--- src/rtl/uart_digit_tx_if.sv ---
// Digit handshake and UART status bundle for uart_digit_tx.
// The master drives digits; the slave (the transmitter) returns ready, line and status.
interface uart_digit_tx_if;
  logic [3:0] digit_in;
  logic       digit_valid;
  logic       digit_ready;
  logic       uarttx;
  logic       busy;
  logic       overflow;

  modport master (
    output digit_in, digit_valid,
    input  digit_ready, uarttx, busy, overflow
  );

  modport slave (
    input  digit_in, digit_valid,
    output digit_ready, uarttx, busy, overflow
  );
endinterface

--- src/rtl/uart_digit_tx.sv ---
// Buffers decimal digits in a small FIFO and sends each as ASCII on an 8N1 UART line,
// optionally followed by CR LF.
module uart_digit_tx #(
  parameter int unsigned BAUD_DIV    = 1250,
  parameter int unsigned FIFO_DEPTH  = 4,
  parameter bit          APPEND_CRLF = 1'b1
) (
  input  logic           clk,
  input  logic           resetn,
  uart_digit_tx_if.slave bus
);
  localparam int unsigned AW = $clog2(FIFO_DEPTH);
  localparam int unsigned BW = (BAUD_DIV > 1) ? $clog2(BAUD_DIV) : 1;

  typedef enum logic [1:0] {IDLE, START, DATA, STOP} state_e;
  typedef enum logic [1:0] {KIND_DIGIT, KIND_CR, KIND_LF} kind_e;

  state_e         state_q, state_d;
  kind_e          kind_q, kind_d;
  logic [BW-1:0]  baud_q, baud_d;
  logic [2:0]     bit_q, bit_d;
  logic [7:0]     shift_q, shift_d;
  logic           tx_q, tx_d;
  logic           ovf_q, ovf_d;
  logic           ready_q, ready_d;
  logic           busy_q, busy_d;
  logic [AW:0]    wr_q, wr_d, rd_q, rd_d, cnt_d;
  logic [3:0]     mem_q [FIFO_DEPTH];
  logic           push, pop, full, empty, bit_end;

  function automatic logic [7:0] to_ascii(input logic [3:0] v);
    return (v < 4'd10) ? (8'h30 + {4'h0, v}) : 8'h2D;
  endfunction

  assign full    = (wr_q[AW] != rd_q[AW]) && (wr_q[AW-1:0] == rd_q[AW-1:0]);
  assign empty   = (wr_q == rd_q);
  assign push    = bus.digit_valid && !full;
  assign bit_end = (baud_q == BW'(BAUD_DIV - 1));

  // Digit storage; contents are only meaningful between the pointers, so no reset
  always_ff @(posedge clk) begin
    if (push) mem_q[wr_q[AW-1:0]] <= bus.digit_in;
  end

  always_ff @(posedge clk or negedge resetn) begin
    if (!resetn) begin
      state_q <= IDLE;
      kind_q  <= KIND_DIGIT;
      baud_q  <= '0;
      bit_q   <= '0;
      shift_q <= '0;
      tx_q    <= 1'b1;
      ovf_q   <= 1'b0;
      ready_q <= 1'b1;
      busy_q  <= 1'b0;
      wr_q    <= '0;
      rd_q    <= '0;
    end else begin
      state_q <= state_d;
      kind_q  <= kind_d;
      baud_q  <= baud_d;
      bit_q   <= bit_d;
      shift_q <= shift_d;
      tx_q    <= tx_d;
      ovf_q   <= ovf_d;
      ready_q <= ready_d;
      busy_q  <= busy_d;
      wr_q    <= wr_d;
      rd_q    <= rd_d;
    end
  end

  // Frame sequencer: the line level is registered alongside the state it belongs to
  always_comb begin
    state_d = state_q;
    kind_d  = kind_q;
    bit_d   = bit_q;
    shift_d = shift_q;
    tx_d    = tx_q;
    pop     = 1'b0;
    baud_d  = (state_q == IDLE || bit_end) ? '0 : baud_q + BW'(1);

    case (state_q)
      IDLE: begin
        tx_d = 1'b1;
        if (!empty) begin
          pop     = 1'b1;
          shift_d = to_ascii(mem_q[rd_q[AW-1:0]]);
          kind_d  = KIND_DIGIT;
          tx_d    = 1'b0;
          state_d = START;
        end
      end
      START: begin
        if (bit_end) begin
          state_d = DATA;
          bit_d   = 3'd0;
          tx_d    = shift_q[0];
        end
      end
      DATA: begin
        if (bit_end) begin
          if (bit_q == 3'd7) begin
            state_d = STOP;
            tx_d    = 1'b1;
          end else begin
            bit_d   = bit_q + 3'd1;
            shift_d = {1'b0, shift_q[7:1]};
            tx_d    = shift_q[1];
          end
        end
      end
      STOP: begin
        if (bit_end) begin
          if (APPEND_CRLF && kind_q == KIND_DIGIT) begin
            shift_d = 8'h0D;
            kind_d  = KIND_CR;
            tx_d    = 1'b0;
            state_d = START;
          end else if (kind_q == KIND_CR) begin
            shift_d = 8'h0A;
            kind_d  = KIND_LF;
            tx_d    = 1'b0;
            state_d = START;
          end else begin
            tx_d    = 1'b1;
            state_d = IDLE;
          end
        end
      end
      default: begin
        tx_d    = 1'b1;
        state_d = IDLE;
      end
    endcase

    wr_d    = wr_q + (AW+1)'(push);
    rd_d    = rd_q + (AW+1)'(pop);
    cnt_d   = wr_d - rd_d;
    ready_d = (cnt_d != (AW+1)'(FIFO_DEPTH));
    busy_d  = (state_d != IDLE) || (cnt_d != '0);
    ovf_d   = ovf_q || (bus.digit_valid && full);
  end

  assign bus.uarttx      = tx_q;
  assign bus.digit_ready = ready_q;
  assign bus.busy        = busy_q;
  assign bus.overflow    = ovf_q;
endmodule
--- src/flat_wrapper.sv ---
// flat-port wrapper written by rule: the top's interface ports become plain ports
module uart_digit_tx_flat 
#(
  parameter int unsigned BAUD_DIV    = 1250,
  parameter int unsigned FIFO_DEPTH  = 4,
  parameter bit          APPEND_CRLF = 1'b1
)
  (clk, resetn, bus_digit_in, bus_digit_valid, bus_digit_ready, bus_uarttx, bus_busy, bus_overflow);
  uart_digit_tx_if bus_i ();
  input  logic clk;
  input  logic resetn;
  input wire logic [$bits(bus_i.digit_in)-1:0] bus_digit_in;
  input wire logic [$bits(bus_i.digit_valid)-1:0] bus_digit_valid;
  output wire logic [$bits(bus_i.digit_ready)-1:0] bus_digit_ready;
  output wire logic [$bits(bus_i.uarttx)-1:0] bus_uarttx;
  output wire logic [$bits(bus_i.busy)-1:0] bus_busy;
  output wire logic [$bits(bus_i.overflow)-1:0] bus_overflow;
  assign bus_i.digit_in = bus_digit_in;
  assign bus_i.digit_valid = bus_digit_valid;
  assign bus_digit_ready = bus_i.digit_ready;
  assign bus_uarttx = bus_i.uarttx;
  assign bus_busy = bus_i.busy;
  assign bus_overflow = bus_i.overflow;
  uart_digit_tx #(.BAUD_DIV(BAUD_DIV), .FIFO_DEPTH(FIFO_DEPTH), .APPEND_CRLF(APPEND_CRLF)) u_core (.clk(clk), .resetn(resetn), .bus(bus_i));
endmodule
--- config.mk ---
export PLATFORM = sky130hd
export DESIGN_NAME = uart_digit_tx_flat
export DESIGN_NICKNAME = d
export VERILOG_FILES = /design/src/rtl/uart_digit_tx_if.sv /design/src/rtl/uart_digit_tx.sv /design/src/flat_wrapper.sv
export SDC_FILE = /design/constraint.sdc
export NUM_CORES = 1
export LEC_CHECK = 0
export CAP_MARGIN = 20
export CORE_MARGIN = 4
export CORE_UTILIZATION = 35
export DETAILED_ROUTE_END_ITERATION = 8
export SLEW_MARGIN = 25
export SYNTH_ARGS = -nofsm -noshare
export SYNTH_HDL_FRONTEND = slang
export SYNTH_SLANG_ARGS = --single-unit
export TNS_END_PERCENT = 5
--- constraint.sdc ---
create_clock -name clk -period 5.5 [get_ports clk]
set_input_delay 0.55 -clock clk [delete_from_list [all_inputs] [get_ports clk]]
set_output_delay 0.55 -clock clk [all_outputs]
set_load 0.01 [all_outputs]
Word level (Yosys, flattened, before mapping). Memories as Yosys holds them, arrays and structs flattened. Index checks and enable logic that the tools add are counted.

Register bits after elaboration: 36. Bits in writable memories: 16. Input bits: 7. Output and inout port bits: 4. Word-level logic and storage cells: 91. Memories: 1.

Memory list: u_core.mem_q (depth 4, bits a word 4, read ports 1, clocked after memory_dff 0, write ports 1, RTL line uart_digit_tx.sv:28) `logic [3:0] mem_q [FIFO_DEPTH];`.

$add $sub $neg: 6. Magnitude comparators: 1. Equality and inequality tests: 16. Muxes and demuxes: 38. Reduce and logical (&&, ||, !) cells: 18.

Operator list (count): $mux 8 (7); $pmux 8 s3 (1); $mux 2 (10); $mux 1 (12); $add 11x1->11 const B (1); $eq 11x11->1 const B (1); $mux 11 (1); $mux 3 (3); $pmux 2 s4 (1); $reduce_and 4->1 (2); $add 6x4->7 const A (1); $add 3x1->3 (2); $ne 2x1->1 const B (3); $pmux 3 s2 (1); $reduce_and 6->1 (1); $reduce_bool 2->1 (3); $reduce_bool 3->1 (2); $eq 2x1->1 const B (2); $eq 2x2->1 const B (2); $logic_not 2->1 (2); $lt 4x4->1 const B (1); $ne 2x2->1 const B (2); $pmux 1 s4 (1); $pmux 2 s2 (1); 12 further kinds (16).

Logic depth before layout (Yosys ltp).
Depth after elaboration: 8. Mapped depth: 11. Mapped depth without buffers: 10.

Worst setup path before layout. No wires, ideal clock.

Path type: register to register. From: reg u_core.rd_q[0]. To: reg u_core.busy_q (netlist: u_core.bus.busy). Library setup time: 0.133 ns. Arrival time: 2.296 ns. Data required time: 5.367 ns. Setup slack: 3.071 ns. Stages on the path, launching flop included: 12. Path buffers: 1. Period minus slack after synthesis: 2.429 ns. Path through: dfrtp_1 -> buf_2 -> xnor2_1 -> a31oi_2 -> ha_1 -> ha_1 -> inv_1 -> ha_1 -> nor2b_1 -> xnor2_1 -> xnor2_1 -> nand4b_1.

Elaborated cells between the ends (all ways): 15. Classes of those cells: 3 x add/sub; 2 x eq/ne; 4 x mux; 6 x reduce/logical.

RTL lines: start: declaration (RTL line uart_digit_tx.sv:27) `logic [AW:0] wr_q, wr_d, rd_q, rd_d, cnt_d;`; start signal: assignment (RTL line uart_digit_tx.sv:69) `rd_q <= rd_d;`; $eq 3x3->1 (RTL line uart_digit_tx.sv:36) `assign empty = (wr_q == rd_q);`; $mux 1 (RTL line uart_digit_tx.sv:86) `if (!empty) begin`; $mux 1 (RTL line uart_digit_tx.sv:83) `case (state_q)`; $add 3x1->3 (*) (RTL line uart_digit_tx.sv:138) `rd_d = rd_q + (AW+1)'(pop);`; net u_core.rd_d[1] (RTL line uart_digit_tx.sv:27); $sub 3x3->3 (*) (RTL line uart_digit_tx.sv:139) `cnt_d = wr_d - rd_d;`; $reduce_bool 3->1 (*) (RTL line uart_digit_tx.sv:141) `busy_d = (state_d != IDLE) || (cnt_d != '0);`; $logic_or 1x1->1 (*) (RTL line uart_digit_tx.sv:141); net u_core.busy_d (RTL line uart_digit_tx.sv:26) `logic busy_q, busy_d;`; end signal: assignment (RTL line uart_digit_tx.sv:67) `busy_q <= busy_d;`; end: declaration (RTL line uart_digit_tx.sv:26).

Mark *: on every way through the listed nets, which the timed path passes. The rest lies on a longest branch. A chain may end at the register's enable or synchronous reset.

Worst setup path after layout.
From: reg u_core.state_q[1]. To: reg u_core.busy_q (netlist: u_core.bus.busy).

Word-level cells in the longest chain between the ends: 6. Elaborated cells between the ends (all ways): 16. Classes of those cells: 2 x add/sub; 3 x eq/ne; 7 x mux; 4 x reduce/logical.

RTL lines: start: declaration (RTL line uart_digit_tx.sv:18) `state_e state_q, state_d;`; start signal: assignment (RTL line uart_digit_tx.sv:59) `state_q <= state_d;`; $logic_not 2->1 (RTL line uart_digit_tx.sv:83); $mux 1 (RTL line uart_digit_tx.sv:83); $add 3x1->3 (RTL line uart_digit_tx.sv:138); net u_core.rd_d[1] (RTL line uart_digit_tx.sv:27); $sub 3x3->3 (RTL line uart_digit_tx.sv:139); $reduce_bool 3->1 (RTL line uart_digit_tx.sv:141); $logic_or 1x1->1 (RTL line uart_digit_tx.sv:141); net u_core.busy_d (RTL line uart_digit_tx.sv:26).

The timed path passes the listed nets, and every way through them passes these cells.

==> impl_metrics.ini <==
[pwr]
p_leak_nw = 1.056
power_density_nw_per_um2 = 462.0
peakVddDrop_mv = 0.2144

[layout]
nNetsFinal = 228
diodes = 0
layout-drive-gt1-share_pct = 12.26
multi_input_area_sq_um = 1055
fillerInstances = 664
area_growth_pct = 11.71
seqCellArea_sq_um = 1334

[critical_path]
worstSetupStartpointType = register
crit_family = simple AND/OR/NAND/NOR gates
r2r_cells = 10
cp.arrival_ns = 3.00
path_cells = or2_2 -> a31oi_2 -> ha_1 -> ha_1 -> inv_1 -> ha_1 -> nor2b_1 -> xnor2_1 -> xnor2_1 -> nand4b_1
cp_slowest_stage_delay_ns = 0.63
slowest_stage = dfrtp_1
crit_top_cell = ha_1
required_ns = 5.67
crit_type = register to register
critPathMaxFanout = 23
rr_endpoint = u_core.bus.busy
worst_setup_path_end_kind = register
r2r_start = u_core.state_q[1]
reg2reg_slack_ns = 2.67
path_buf_inv = 1

[place]
place.gp.congestion = 0.7672
hpwlAfterDp_mm = 3.166
portBuffers = 10

[synth]
yosysSeqAreaShare_pct = 54.75
syn_nets = 215
synth_ff_type = dfrtp_1
synth_area_leaders = dfrtp_1, edfxtp_1, ha_1, mux4_2, xnor2_1
yosysUniqueCellTypes = 49
synth-compound-area-share_pct = 11.66
yosys.cell_count.top_type = dfrtp_1
synth_edf_count = 16
synth_simple_gate_area_share_pct = 14.48
yosysWarnings = 0
synthMuxAreaShare_pct = 5.547
synth.avg_cell_area_sq_um = 12.30
synth_top_family_by_area = simple AND/OR/NAND/NOR gates
synth.cells.most_frequent = dfrtp_1, edfxtp_1, nor2_1
syn_area_sq_um = 2436
yosys.area.top_type = dfrtp_1
synth-async-reset-ratio_pct = 68.00
synthAdderAreaFrac_pct = 5.136
synth_top_cell_area_share_pct = 32.87
ys_seq_elements = 50
synthCells = 198
synth-xor-area-share_pct = 6.471

[floorplan]
initial_utilization_pct = 35.86
dieArea_sq_um = 8359
num_rows = 30
die_y_um = 91.43
io_pins = 11
coreArea_sq_um = 6794
die_x_um = 91.43

[sta]
grt_setup_unrepaired = no
slew_headroom_pct = 49.15
tns_ns = 0
min_period_ns = 2.829
holdWs_ns = 0.3170
hold_violations = 0
drv_slew = 0
tightest_slew_ns = 0.7627
final.period_utilization_pct = 51.44
fmax_ghz = 0.3534
setup_viol = 0
finalClockSkew_ns = 0.007648

[route]
drc = 0
detail_route.wirelength_mm = 4.418
firstDrtPassIters = 4
wire_per_inst_um = 14.34
ant_nets = 0
via_count = 1539
drt_iter0_drc = 78
drt-vias-per-instance = 4.997

[cts]
post_cts.repair.setup_buffers = 0
clock-sinks = 50
hold_buffers = 0
clk_latency_ns = 0.30
cts_resized = 0
path_clk_slew_ns = 0.09
clockBufferDepth = 2
numCtsBuffers = 5
h-tree-depth = 2
root_buffer = clkbuf_8
cts_tree = built

[global_route]
overflow = 0
gr-usage-met3_pct = 2.403
grtUsageMet2_pct = 17.22
grt_pass1_wl_mm = 7.852
grt_max_degree = 35
grt_use_met1_pct = 16.92
grt_use_total_pct = 11.69
first_global_vias = 1565
antenna_found_initial = 0
busiest_layer = met2

[job]
cap_violations = 0

[worst_hold_path]
min_path_type = input port to asynchronous set/reset pin

[run_status]
outcome = finished clean
## layout by cell type (no fill, tap or decap), types with 3 or more instances in the layout
master	count
edfxtp_1	16
o21ai_0	7
mux2_2	4
nor3_1	3
clkbuf_8	5
a31oi_1	4
nor2b_1	5
clkdlybuf4s50_1	9
a21oi_1	5
and3_1	4
xor2_1	8
dfrtp_1	32
nand3_1	7
o2bb2ai_1	5
nand2_1	8
xnor2_1	10
mux4_2	4
nand4_1	4
nor2_1	16
ha_1	10
inv_1	7
## state kept, by name, indices dropped and copies added (netlist names)
register	flops
u_core.mem_q	16
u_core.shift_q	6
u_core.state_q	2
u_core.bus.busy	1
u_core.bus.digit_ready	1
u_core.baud_q	11
u_core.kind_q	2
u_core.bus.uarttx	1
u_core.rd_q	3
u_core.bit_q	3
u_core.bus.overflow	1
u_core.wr_q	3
## logic make-up (layout without fill, tap and decap cells)
family	after synthesis	in the layout
fa+ha+maj	10	10
xor+xnor	18	18
flops	50	50
buf+inv	12	26
compound gates	39	39
mux	8	8
simple gates	61	61
## area by class of cell
| type | count | area share (%) |
|---|---|---|
| Inverter | 7 | 0.9655 |
| Clock inverter | 1 | 0.2759 |
| Timing Repair Buffer | 11 | 3.770 |
| Tap cell | 96 | 4.414 |
| Clock buffer | 7 | 2.805 |
| Sequential cell | 50 | 49.01 |
| Multi-Input combinational cell | 136 | 38.76 |
## where the power goes
group	total (W)	internal [W]	switching, W
Sequential	0.000601	0.000495	0.000106
Combinational	0.000444	0.000219	0.000225
Clock	0.000212	0.0000903	0.000121
Total	0.00126	0.000804	0.000453
## worst register-to-register path: stages, from the launching register on
cell and delay, ns:
dfrtp_1 0.63, or2_2 0.45, a31oi_2 0.41, ha_1 0.24, ha_1 0.24, inv_1 0.06
ha_1 0.13, nor2b_1 0.05, xnor2_1 0.18, xnor2_1 0.11, nand4b_1 0.20
## metrics by stage
stage | utilization (%) | cells | instance area, sq um | total power (W) | setup WS (ns)
floorplan | - | 198 | 2436 | 0.0009304 | 3.071
global placement | 38.82 | 300 | 2638 | 0.001043 | 2.757
detailed placement | 38.82 | 300 | 2638 | 0.001058 | 2.682
CTS | 40.06 | 308 | 2721 | 0.001269 | 2.682
global route | 40.06 | 308 | 2721 | 0.001367 | 2.474
finish | 40.06 | 308 | 2721 | 0.001257 | 2.671
## routing by layer
layer | part of all wire [%] | vias to the layer above
met5 | 0 | -
met1 | 51 | 759
met2 | 46 | 14
li1 | - | 761
met4 | 1.5 | 0
met3 | 2.0 | 5
## worst max-delay path by stage
| stage | from | to | slack (ns) | cells after the start |
|---|---|---|---|---|
| after CTS | u_core.state_q[1] | u_core.bus.busy | 2.68 | 10 |
| after detailed placement | u_core.state_q[1] | u_core.bus.busy | 2.68 | 10 |
| after global placement | bus_digit_valid | u_core.bus.busy | 2.76 | 10 |
| after floorplan | u_core.rd_q[0] | u_core.bus.busy | 3.07 | 11 |
| after global routing | u_core.state_q[1] | u_core.bus.busy | 2.47 | 10 |
| final | u_core.state_q[1] | u_core.bus.busy | 2.67 | 10 |
Note: power is estimated with default switching activity, not from simulation.
